**config.mk**
```make
export PLATFORM = sky130hd
export DESIGN_NAME = digit_to_int
export DESIGN_NICKNAME = d
export VERILOG_FILES = /design/src/rtl/digit_to_int_pkg.sv /design/src/rtl/digit_to_int_mul10_add.sv /design/src/rtl/digit_to_int.sv
export SDC_FILE = /design/constraint.sdc
export NUM_CORES = 1
export LEC_CHECK = 0
export ABC_AREA = 1
export CAP_MARGIN = 30
export CORE_ASPECT_RATIO = 1.2
export CORE_UTILIZATION = 45
export CTS_CLUSTER_DIAMETER = 30
export CTS_CLUSTER_SIZE = 40
export DETAILED_ROUTE_END_ITERATION = 10
export PLACE_DENSITY = 0.67
export SLEW_MARGIN = 15
export SYNTH_ARGS = -nofsm -noshare
export SYNTH_HDL_FRONTEND = slang
export SYNTH_SLANG_ARGS = --single-unit
```
**constraint.sdc**
```tcl
create_clock -name clk -period 3.65 [get_ports clk]
set_input_delay 1.095 -clock clk [delete_from_list [all_inputs] [get_ports clk]]
set_output_delay 1.095 -clock clk [all_outputs]
set_load 0.01 [all_outputs]
```
**src/rtl/digit_to_int_pkg.sv**
```systemverilog
// Shared types and constants for the decimal entry accumulator
// and its conversion datapath.
package digit_to_int_pkg;

  localparam int DEF_WIDTH = 16;
  localparam int ACC_W     = 14;
  localparam logic [3:0] DEC_MAX = 4'd9;

  typedef enum logic [1:0] {
    ENTRY = 2'd0,
    CONV  = 2'd1,
    DONE  = 2'd2
  } state_t;

endpackage

```
**src/rtl/digit_to_int_mul10_add.sv**
```systemverilog
// Combinational acc*10 + digit step for decimal-to-binary conversion.
// The x10 is two shifted adds so no multiplier is needed.
module mul10_add #(
  parameter int W = 14
) (
  input  logic [W-1:0] acc,
  input  logic [3:0]   digit,
  output logic [W-1:0] result
);

  assign result = (acc << 3) + (acc << 1) + W'(digit);

endmodule

```
**src/rtl/digit_to_int.sv**
```systemverilog
// Decimal entry accumulator: collects BCD digit strobes and a sign, then
// converts the entry to a signed two's-complement value on enter.
module digit_to_int
  import digit_to_int_pkg::*;
#(
  parameter int NUM_DIGITS = 4,
  parameter int WIDTH      = DEF_WIDTH
) (
  input  logic             clk,
  input  logic             rst_n,
  input  logic             digit_valid,
  input  logic [3:0]       digit,
  input  logic             neg_toggle,
  input  logic             enter,
  input  logic             clear,
  output logic             busy,
  output logic [3:0]       num3,
  output logic [3:0]       num2,
  output logic [3:0]       num1,
  output logic [3:0]       num0,
  output logic             sign,
  output logic [WIDTH-1:0] value,
  output logic             value_valid
);

  localparam logic [2:0] MAX_CNT = 3'(NUM_DIGITS);

  state_t             state, state_next;
  logic [2:0]         count;
  logic [1:0]         idx;
  logic [ACC_W-1:0]   acc;
  logic [ACC_W-1:0]   acc_next;
  logic [3:0]         digit_sel;
  logic [WIDTH-1:0]   mag;

  mul10_add #(.W(ACC_W)) u_mul10_add (
    .acc    (acc),
    .digit  (digit_sel),
    .result (acc_next)
  );

  assign busy = (state != ENTRY);
  assign mag  = WIDTH'(acc);

  always_ff @(posedge clk or negedge rst_n) begin
    if (!rst_n) state <= ENTRY;
    else        state <= state_next;
  end

  always_comb begin
    state_next = state;
    digit_sel  = 4'd0;
    case (idx)
      2'd3:    digit_sel = num3;
      2'd2:    digit_sel = num2;
      2'd1:    digit_sel = num1;
      default: digit_sel = num0;
    endcase
    case (state)
      ENTRY: if (!clear && enter) state_next = CONV;
      CONV: begin
        if (clear)             state_next = ENTRY;
        else if (idx == 2'd0)  state_next = DONE;
      end
      DONE:    state_next = ENTRY;
      default: state_next = ENTRY;
    endcase
  end

  // Digits and sign stay frozen through CONV so the display shows what is being converted.
  always_ff @(posedge clk or negedge rst_n) begin
    if (!rst_n) begin
      num3        <= 4'd0;
      num2        <= 4'd0;
      num1        <= 4'd0;
      num0        <= 4'd0;
      sign        <= 1'b0;
      count       <= 3'd0;
      idx         <= 2'd0;
      acc         <= '0;
      value       <= '0;
      value_valid <= 1'b0;
    end else begin
      value_valid <= 1'b0;
      case (state)
        ENTRY: begin
          if (clear) begin
            num3  <= 4'd0;
            num2  <= 4'd0;
            num1  <= 4'd0;
            num0  <= 4'd0;
            sign  <= 1'b0;
            count <= 3'd0;
          end else if (enter) begin
            acc <= '0;
            idx <= 2'd3;
          end else if (neg_toggle) begin
            sign <= ~sign;
          end else if (digit_valid && digit <= DEC_MAX && count < MAX_CNT) begin
            num3  <= num2;
            num2  <= num1;
            num1  <= num0;
            num0  <= digit;
            count <= count + 3'd1;
          end
        end
        CONV: begin
          if (clear) begin
            num3  <= 4'd0;
            num2  <= 4'd0;
            num1  <= 4'd0;
            num0  <= 4'd0;
            sign  <= 1'b0;
            count <= 3'd0;
          end else begin
            acc <= acc_next;
            idx <= idx - 2'd1;
          end
        end
        DONE: begin
          if (!clear) begin
            value       <= sign ? -mag : mag;
            value_valid <= 1'b1;
          end
          num3  <= 4'd0;
          num2  <= 4'd0;
          num1  <= 4'd0;
          num0  <= 4'd0;
          sign  <= 1'b0;
          count <= 3'd0;
        end
        default: ;
      endcase
    end
  end

endmodule

```
# After elaboration in Yosys (flattened, before gate mapping)
# Index checks and enable logic that the tools add are counted.
# totals
register_bits	55
inputBits	10
elab_cells	97
# classes
n_mux	48
bitwise	2
n_eq_ne	15
n_addsub	5
n_reduce_logical	14
order_cmp	2
# ops
op	count
$mux 4	17
$pmux 4 s3	5
$mux 14	3
$pmux 14 s2	1
$mux 16	1
$neg 14->16	1
$mux 3	5
$ne 3x3->1 const B	5
$add 14x14->14	1
$add 14x4->14	1
$mux 2	6
$ne 2x2->1 const B	5
$pmux 3 s3	1
$pmux 2 s2	2
$reduce_and 4->1	2
$eq 2x2->1 const B	3
$mux 1	6
$reduce_and 5->1	1
$eq 2x1->1 const B	2
$le 4x4->1 const B	1
$logic_not 2->1	2
$reduce_and 2->1	2
$reduce_bool 2->1	2
$add 3x1->3 const B	1
other kinds (7)	10

# Longest topological paths before layout
# Gate-level depths: netlist of run 1.
# depth
word_depth	8
depth_mapped	17
ltp_nobuf	17

# Modules after synthesis
# A second synthesis of run 1 with hierarchy kept.
# unflattened
hier_cells	491
area_unflattened_um2	3691.0
# modules_own_cells
mod	area_per_inst_um2	cells_each	n_inst
digit_to_int	2847.7	347	1
mul10_add	843.3	144	1

# Worst setup path after synthesis of run 1
# No wires, ideal clock.
# synth_timing
path_kind	flip-flop to flip-flop
from	reg idx[0]
to	reg acc[10]
arrival_ns	2.472
path_stages_with_launch	18
period_less_slack_ns	2.555
setup_time_ns	0.083
path_buffers	0
setup_slack_ns	1.095
required_ns	3.567
cell_sequence	dfrtp_1 inv_1 ha_1 inv_1 nand2_1 o22ai_1 fa_1 inv_1 fa_1 nand2_1 nand3_1 nand2_1 inv_1 nand2_1 nand2_1 nand2_1 nand2_1 o21ai_0
# synth_via
elab_chain_len	5
elab_cells_between_ends	7
classes_between	add/sub (1); eq/ne (3); mux (3)
# synth_lines
item	line_no	source
start: declaration	digit_to_int.sv:30	logic [1:0] idx;
start signal: assignment	digit_to_int.sv:117	idx <= idx - 2'd1;
$eq 2x1->1 / $eq 2x2->1 (equally long branches)	digit_to_int.sv:53	case (idx)
$pmux 4 s3 (*)	digit_to_int.sv:53	
$add 14x4->14 (*)	digit_to_int_mul10_add.sv:11	assign result = (acc << 3) + (acc << 1) + W'(digit);
$mux 14 (*)	digit_to_int.sv:108	if (clear) begin
$pmux 14 s2 (*)	digit_to_int.sv:85	case (state)
end signal: assignment	digit_to_int.sv:116	acc <= acc_next;
end: declaration	digit_to_int.sv:31	logic [ACC_W-1:0] acc;
# Every way passes the cells marked *; elsewhere a longest branch is shown, timed or not. The select of a mux whose other input is x is not followed.
# A chain may end at the register's enable or synchronous reset.

# Worst setup path after layout of run 1
# layout_timing
from	reg state[1]
to	out busy
# layout_via
elab_chain_len	1
# layout_lines
item	line_no	source
start: declaration	digit_to_int.sv:28	state_t state, state_next;
start signal: assignment	digit_to_int.sv:47	else state <= state_next;
$reduce_bool 2->1	digit_to_int.sv:42	assign busy = (state != ENTRY);
end: declaration	digit_to_int.sv:16	output logic busy,
# Every way passes these cells.

==> results of run 1 <==
## registers in the layout, summed over array words and instances, names as in the netlist
name	cells
num3	4
num1	4
acc	14
state	2
num2	4
num0	4
idx	2
count	3
value_valid	1
sign	1
value	16
## power by group through the flow
stage / Sequential (uW) / Combinational [uW] / Clock, uW
floorplan: 1040 / 1180 / 0
global placement: 1050 / 1700 / 0
finish: 1050 / 1750 / 367
global route: 1080 / 1970 / 395
detailed placement: 1060 / 1750 / 0
CTS: 1050 / 1760 / 371
## kinds of logic (layout without fill, tap and decap cells)
| logic type | Yosys count | after routing | share of synthesized area [%] |
|---|---|---|---|
| buf+inv | 62 | 107 | 7.133 |
| fa+ha+maj | 34 | 34 | 12.25 |
| compound gates | 67 | 67 | 11.90 |
| simple gates | 251 | 251 | 28.98 |
| flops | 55 | 55 | 38.27 |
| xor+xnor | 6 | 6 | 1.461 |
## placed cells by master (no fill, tap or decap)
cell type	Yosys	layout
clkinvlp_4	0	1
fa_1	2	2
nand2_4	2	2
clkbuf_8	0	5
buf_2	1	1
clkdlybuf4s50_1	0	43
o22ai_1	4	4
nor4_1	1	1
a21oi_1	10	10
nor2_1	33	33
nand2_1	170	170
inv_2	4	4
o21ai_2	18	18
xor2_1	5	5
nand2_2	1	1
nor3_4	1	1
inv_8	0	1
o31ai_1	2	2
a22o_1	1	1
nand3_1	35	35
buf_4	0	1
buf_12	0	1
nor2_2	2	2
nand4_1	4	4
dfrtp_1	55	55
a21oi_2	1	1
inv_1	49	49
a22oi_1	1	1
o21ai_0	26	26
or2_2	1	1
ha_1	32	32
nor3_2	1	1
xnor2_1	1	1
a31oi_1	4	4
clkinv_2	0	1
## synth_stat cells (all sizes together)
library cell / instances
nand2: 173
dfrtp: 55
inv: 53
o21ai: 44
nand3: 35
nor2: 35
ha: 32
a21oi: 11
clkbuf: 5
xor2: 5
a31oi: 4
buf: 4
nand4: 4
o22ai: 4
fa: 2
nor3: 2
o31ai: 2
a22o: 1
a22oi: 1
nor4: 1
or2: 1
xnor2: 1
## final timing paths
check,startpoint,end,slack [ns],cells after the start
setup / recovery,state[1],busy,0.77,4
hold / removal,value[13],value[13],0.49,2
setup reg to reg,idx[0],acc[10],0.78,17
hold reg to reg,value[13],value[13],0.49,2
max in group asynchronous,rst_n,acc[8],2.26,2
min in group asynchronous,rst_n,num3[3],0.79,1
## per-layer routing
layer  part of all wire [%]  global-route usage [%]  up-vias
li1                       -                       -     1617
met2                     53                   40.34       60
met3                    3.1                   2.796       12
met1                     42                   25.49     1509
met5                      0                       0        -
met4                    2.0                   6.649        0
## stage by stage
stage | hold slack (ns) | setup WS (ns) | std cells
6_report | 0.4880 | 0.7749 | 612
5_1_grt | 0.5300 | 0.4827 | 612
4_1_cts | 0.4956 | 0.7650 | 612
3_5_place_dp | 0.4657 | 0.6910 | 604
3_3_place_gp | 0.4661 | 0.7275 | 604
2_1_floorplan | 0.4649 | 1.095 | 475
## worst reg2reg max path: stages, from the launching register on
cell     delay [ns]
dfrtp_1        0.42
inv_1          0.13
ha_1           0.28
inv_1          0.13
nand2_1        0.08
o22ai_1        0.09
fa_1           0.50
inv_1          0.07
fa_1           0.48
nand2_1        0.08
nand3_1        0.06
nand2_1        0.07
inv_1          0.06
nand2_1        0.05
nand2_1        0.05
nand2_1        0.06
nand2_1        0.04
o21ai_0        0.13
## final cells by class
type | count | area (um2) | area share, %
Clock inverter | 3 | 23.77 | 0.5648
Tap cell | 92 | 115.1 | 2.735
Timing Repair Buffer | 46 | 462.9 | 11.00
Clock buffer | 5 | 68.82 | 1.635
Sequential cell | 55 | 1376 | 32.70
Inverter | 53 | 198.9 | 4.727
Multi-Input combinational cell | 358 | 1963 | 46.64
==> key figures, run 1 <==
Worst setup path
  • Critical path arrival: 1.78 ns
  • Highest-delay cell along the critical path: clkdlybuf4s50_1
  • CP Launch Type: flop
  • Crit path buf inv count: 3
  • CP Class: flop to output port
  • Crit path max fanout: 4
  • Most numerous cell on the critical path: inv_1
  • Crit-path max cell delay: roughly 0.56 ns
  • Cell family with most CP delay: buffers and inverters
  • CP required: ~2.6 ns
  • Worst-path cell chain: inv_1 > ha_1 > inv_1 > clkdlybuf4s50_1
  • Crit. End Element: output port

Global routing
  • Gr usage total: approximately 21%
  • First-pass GRT wire length: between 10 and 15 mm
  • Vias in the first global route: 3075
  • Largest net degree at the start of global routing: 38
  • GR Overflow Total: 0
  • Initial antenna violation count: 0

Clocking
  • Clk slew on worst S/H paths: around 0.11 ns
  • Worst-Skew Late Latency: 0.33 ns
  • Root Buffer: clkbuf_8
  • Setup Fix Bufs, Post-CTS: 0
  • CTS Hold Bufs: 0
  • Maximum clock insertion buffer count: 2
  • Post-CTS sizing: 0
  • H-tree lvl count: 2
  • Clock sink total: 55
  • CTS tree: done
  • CTS buffer count: 5

Die
  • Top Ports: between 40 and 50
  • DIE AREA: 8354 um2
  • Die span in y: between 90 and 100 um
  • Die W: 83.61 um
  • Rows: 35
  • CORE AREA: about 7700 um2
  • Initial Util: 46.66%

Route
  • Post-route DRC: 0
  • Vias per cell: about 5.2
  • Final WL: between 8 and 9 mm
  • Via count: 3198
  • Drt wl/cell: 13.96 um
  • Final ANT Viol Nets: 0
  • DRT Pass-1 Iters: 4
  • First DRT Iteration DRCs: approximately 180

Final layout
  • Number of diodes: 0
  • Final Instance Area: 4209 um2
  • Area grow syn2layout: 17.05%
  • Fillers: 767
  • Nets: between 500 and 600
  • Layout cells sized above 1: ~8.1%
  • Final core utilization: a little over half

Logic synthesis
  • Synth top area cells: dfrtp_1 (38%), nand2_1 (18%), ha_1 (11%)
  • Netlist cell types: 30
  • Mean Syn Cell Area: 7.570 um2
  • Seq/Total Area, Yosys: approximately two fifths
  • Synth top area share: 38.27%
  • Synthesized area: 3596 um2
  • Post-Syn Instances: between 400 and 500
  • Synth warnings: 0
  • Top cell type by total area after synthesis: dfrtp_1
  • Seq cells post-synth: 55
  • Syn Nets: a little over 500

STA
  • Final Hold Viols: 0
  • Final Slew Violations: 0
  • Fin crit period: approximately 2.9 ns
  • Worst-margin pin slew: 0.7565 ns
  • Clk_skew: approximately 0.012 ns
  • Final setup viols: 0
  • Period utilisation layout: between 70% and 80%
  • RSZ-0062 raised after global routing: false
  • Rel. slew slack: 49.51%
  • Peak Freq: about 350 MHz
  • Total Neg Setup Slack: 0 ns

Power
  • Switching share of power: 47.58%
  • Internal: between 1500 and 2000 uW
  • Power share of the clock group: between 10% and 20%
  • Lkg Pwr: 0.002186 uW
  • Sequential fraction of design power: 33.1%
  • Net switching power: roughly 1500 uW
  • Maximum VDD drop: about 0.00050 V
  • Share of power burned in combinational logic: between 50% and 60%
  • Final total power: 3158 uW
  • Pwr dens: around 750 nW/um2

Run status
  • Run status: finished, final reports clean

Placement
  • Routability cong.: a little under 0.9
  • DP HPWL: 6.483 mm
  • Buffers added on ports: between 40 and 50
  • Placed cell area: between 4000 and 5000 um2

Job
  • Max cap viols: 0

Hold path
  • Worst min path class: flop to flop
Power figures use the tool's default switching activity.
==> run 2: changes to the inputs <==
==> constraint.sdc (replaced) <==
create_clock -name clk -period 2.95 [get_ports clk]
set_input_delay 0.885 -clock clk [delete_from_list [all_inputs] [get_ports clk]]
set_output_delay 0.885 -clock clk [all_outputs]
set_load 0.01 [all_outputs]
==> run 2 against run 1 <==
Compared with the run above: wire length is 3.6% lower; critical path depth grew 10; non-clock buffer count increased by 4; power up 24%; design area grew 0.71%; cell count grew 0.65%; sequential share of layout area down 0.23 points; die area unchanged; critical path type is now flop to flop; largest cell class unchanged.
==> key figures, run 2 (same netlist as run 1, synthesis figures left out) <==
Run status
  • Run status: finished, final reports clean

Worst setup path
  • Crit path max fanout: 4
  • CP Class: flop to flop
  • Crit. End Element: flop
  • Reg2reg end: acc[8]
  • FF-to-FF setup slack: 0.20 ns
  • Critical path arrival: about 3 ns
  • Worst R2R Start: idx[1]
  • CP Launch Type: flop
  • Reg2Reg Depth: 14
  • CP required: 3.20 ns

Job
  • Max cap viols: 0

Die
  • Die span in y: roughly 100 um
  • Initial Util: a little under half
  • Die W: approximately 84 um
  • Rows: 35
  • DIE AREA: 8354 um2
  • Top Ports: 45
  • CORE AREA: between 7000 and 8000 um2

Route
  • First DRT Iteration DRCs: ~160
  • Vias per cell: between 5 and 6
  • Drt wl/cell: 13.36 um
  • DRT Pass-1 Iters: 4
  • Final WL: roughly 8 mm
  • Final ANT Viol Nets: 0
  • Post-route DRC: 0
  • Via count: about 3200

STA
  • Clk_skew: around 0.015 ns
  • Final Hold Viols: 0
  • Peak Freq: 363.8 MHz
  • Final setup viols: 0
  • Fin crit period: ~2.7 ns
  • Rel. slew slack: between 50% and 60%
  • Final Slew Violations: 0
  • Total Neg Setup Slack: 0 ns
  • Worst-margin pin slew: around 0.7 ns
  • Period utilisation layout: 93.18%
  • RSZ-0062 raised after global routing: false

Final layout
  • Area grow syn2layout: 17.88%
  • Most flops, register: value
  • Commonest non-fill, non-tap cell in the layout: nand2_1
  • Commonest cells after routing, fill and taps aside: nand2_1 (170), dfrtp_1 (55), inv_1 (48)
  • Fillers: roughly 740
  • Largest register FFs: 16
  • Number of diodes: 0
  • Nets: roughly 570
  • Largest regs: value x16, acc x14
  • Layout cells sized above 1: 9.160%

Power
  • Power share of the clock group: 11.4%
  • Internal: 2073 uW
  • Switching share of power: between 40% and 50%
  • Net switching power: ~1800 uW
  • Sequential fraction of design power: 32.6%
  • Lkg Pwr: roughly 0.0022 uW
  • Final total power: between 3000 and 4000 uW
  • Pwr dens: 923.8 nW/um2
  • Maximum VDD drop: ~0.0007 V
  • Share of power burned in combinational logic: 56.0%

Placement
  • DP HPWL: between 6 and 7 mm
  • Routability cong.: around 0.80
  • Buffers added on ports: 44

Clocking
  • Setup Fix Bufs, Post-CTS: 0
  • H-tree lvl count: 2
  • Maximum clock insertion buffer count: 2
  • CTS buffer count: 5
  • Worst-Skew Late Latency: roughly 0.32 ns
  • Root Buffer: clkbuf_8
  • Clk slew on worst S/H paths: ~0.11 ns
  • CTS tree: done
  • Clock sink total: 55

Global routing
  • First-pass GRT wire length: between 10 and 15 mm
  • Largest net degree at the start of global routing: between 50 and 60
  • Vias in the first global route: 3156
  • GR Overflow Total: 0
  • Gr usage total: 21.18%
  • Initial antenna violation count: 0

Hold path
  • Hold Path Origin: value[0]
  • Hold Path Depth: 2
  • Worst min path class: flop to flop
  • Hold EP: value[0]
==> run 2: changes by cell type in the layout (fill, tap and decap cells not counted) <==
| cell | change |
|---|---|
| ha_4 | +1 |
| o21ai_1 | +1 |
| inv_1 | -1 |
| o21ai_0 | -1 |
| buf_12 | -1 |
| buf_4 | +5 |
| inv_2 | +1 |
| ha_1 | -1 |
==> run 2: power by group through the flow <==
| stage | Sequential, uW | Clock (uW) | Combinational, uW |
|---|---|---|---|
| finish | 1280 | 446 | 2190 |
| global route | 1320 | 485 | 2500 |
| CTS | 1280 | 458 | 2200 |
| detailed placement | 1290 | 0 | 2180 |
| global placement | 1290 | 0 | 2150 |
| floorplan | 1290 | 0 | 1460 |
==> run 2: final cells by class <==
class	instances	area (um2)	share of cell area, %
well taps	92	115.1	2.715
clock inverters	3	23.77	0.5608
repair buffers	50	480.5	11.33
inverters	53	198.9	4.693
clock buffers	5	68.82	1.623
multi-input cells	358	1976	46.61
flip-flops and latches	55	1376	32.47
==> run 2: what timing repair did <==
| action | in CTS | in global routing |
|---|---|---|
| gates resized for setup | 0 | 4 |
| endpoints found under the setup margin | 0 | 5 |
| endpoints found under the hold margin | 0 | 0 |
| hold buffers | 0 | 0 |
==> run 2: critical path: stages, from the launching register on <==
cell and delay, ns:
dfrtp_1 0.42, inv_1 0.14, ha_1 0.24, a22o_1 0.16
o22ai_1 0.07, fa_1 0.48, inv_1 0.07, fa_1 0.47
nand2_1 0.08, nand3_1 0.07, nand2_1 0.07, o21ai_0 0.14
nand2_1 0.10, nand2_1 0.04, o21ai_0 0.13
==> run 2: metal layers <==
layer	share of wire, %	GRT usage [%]
met5	0	0
met4	2.4	6.389
met1	44	26.49
met3	3.8	2.714
met2	50	38.21
==> run 2: per-stage QoR <==
step	utilization, %	area [um2]	std cells	hold WS (ns)	setup slack [ns]
after detailed placement	53.64	4134	608	0.4654	0.1543
after global placement	53.64	4134	608	0.4649	0.2795
after global routing	55.00	4239	616	0.5088	0.008363
final	55.00	4239	616	0.4936	0.2011
after CTS	54.84	4227	616	0.4947	0.1402
after floorplan	-	3596	475	0.4649	0.3955
==> run 2: worst max-delay path by stage <==
stage / start / end / slack, ns / cells past startpoint
final: idx[1] / acc[8] / 0.20 / 14
after global routing: idx[1] / acc[10] / 0.008 / 16
after CTS: idx[0] / acc[8] / 0.14 / 15
after detailed placement: idx[0] / acc[8] / 0.15 / 15
after global placement: idx[0] / acc[10] / 0.28 / 17
after floorplan: idx[0] / acc[10] / 0.40 / 17
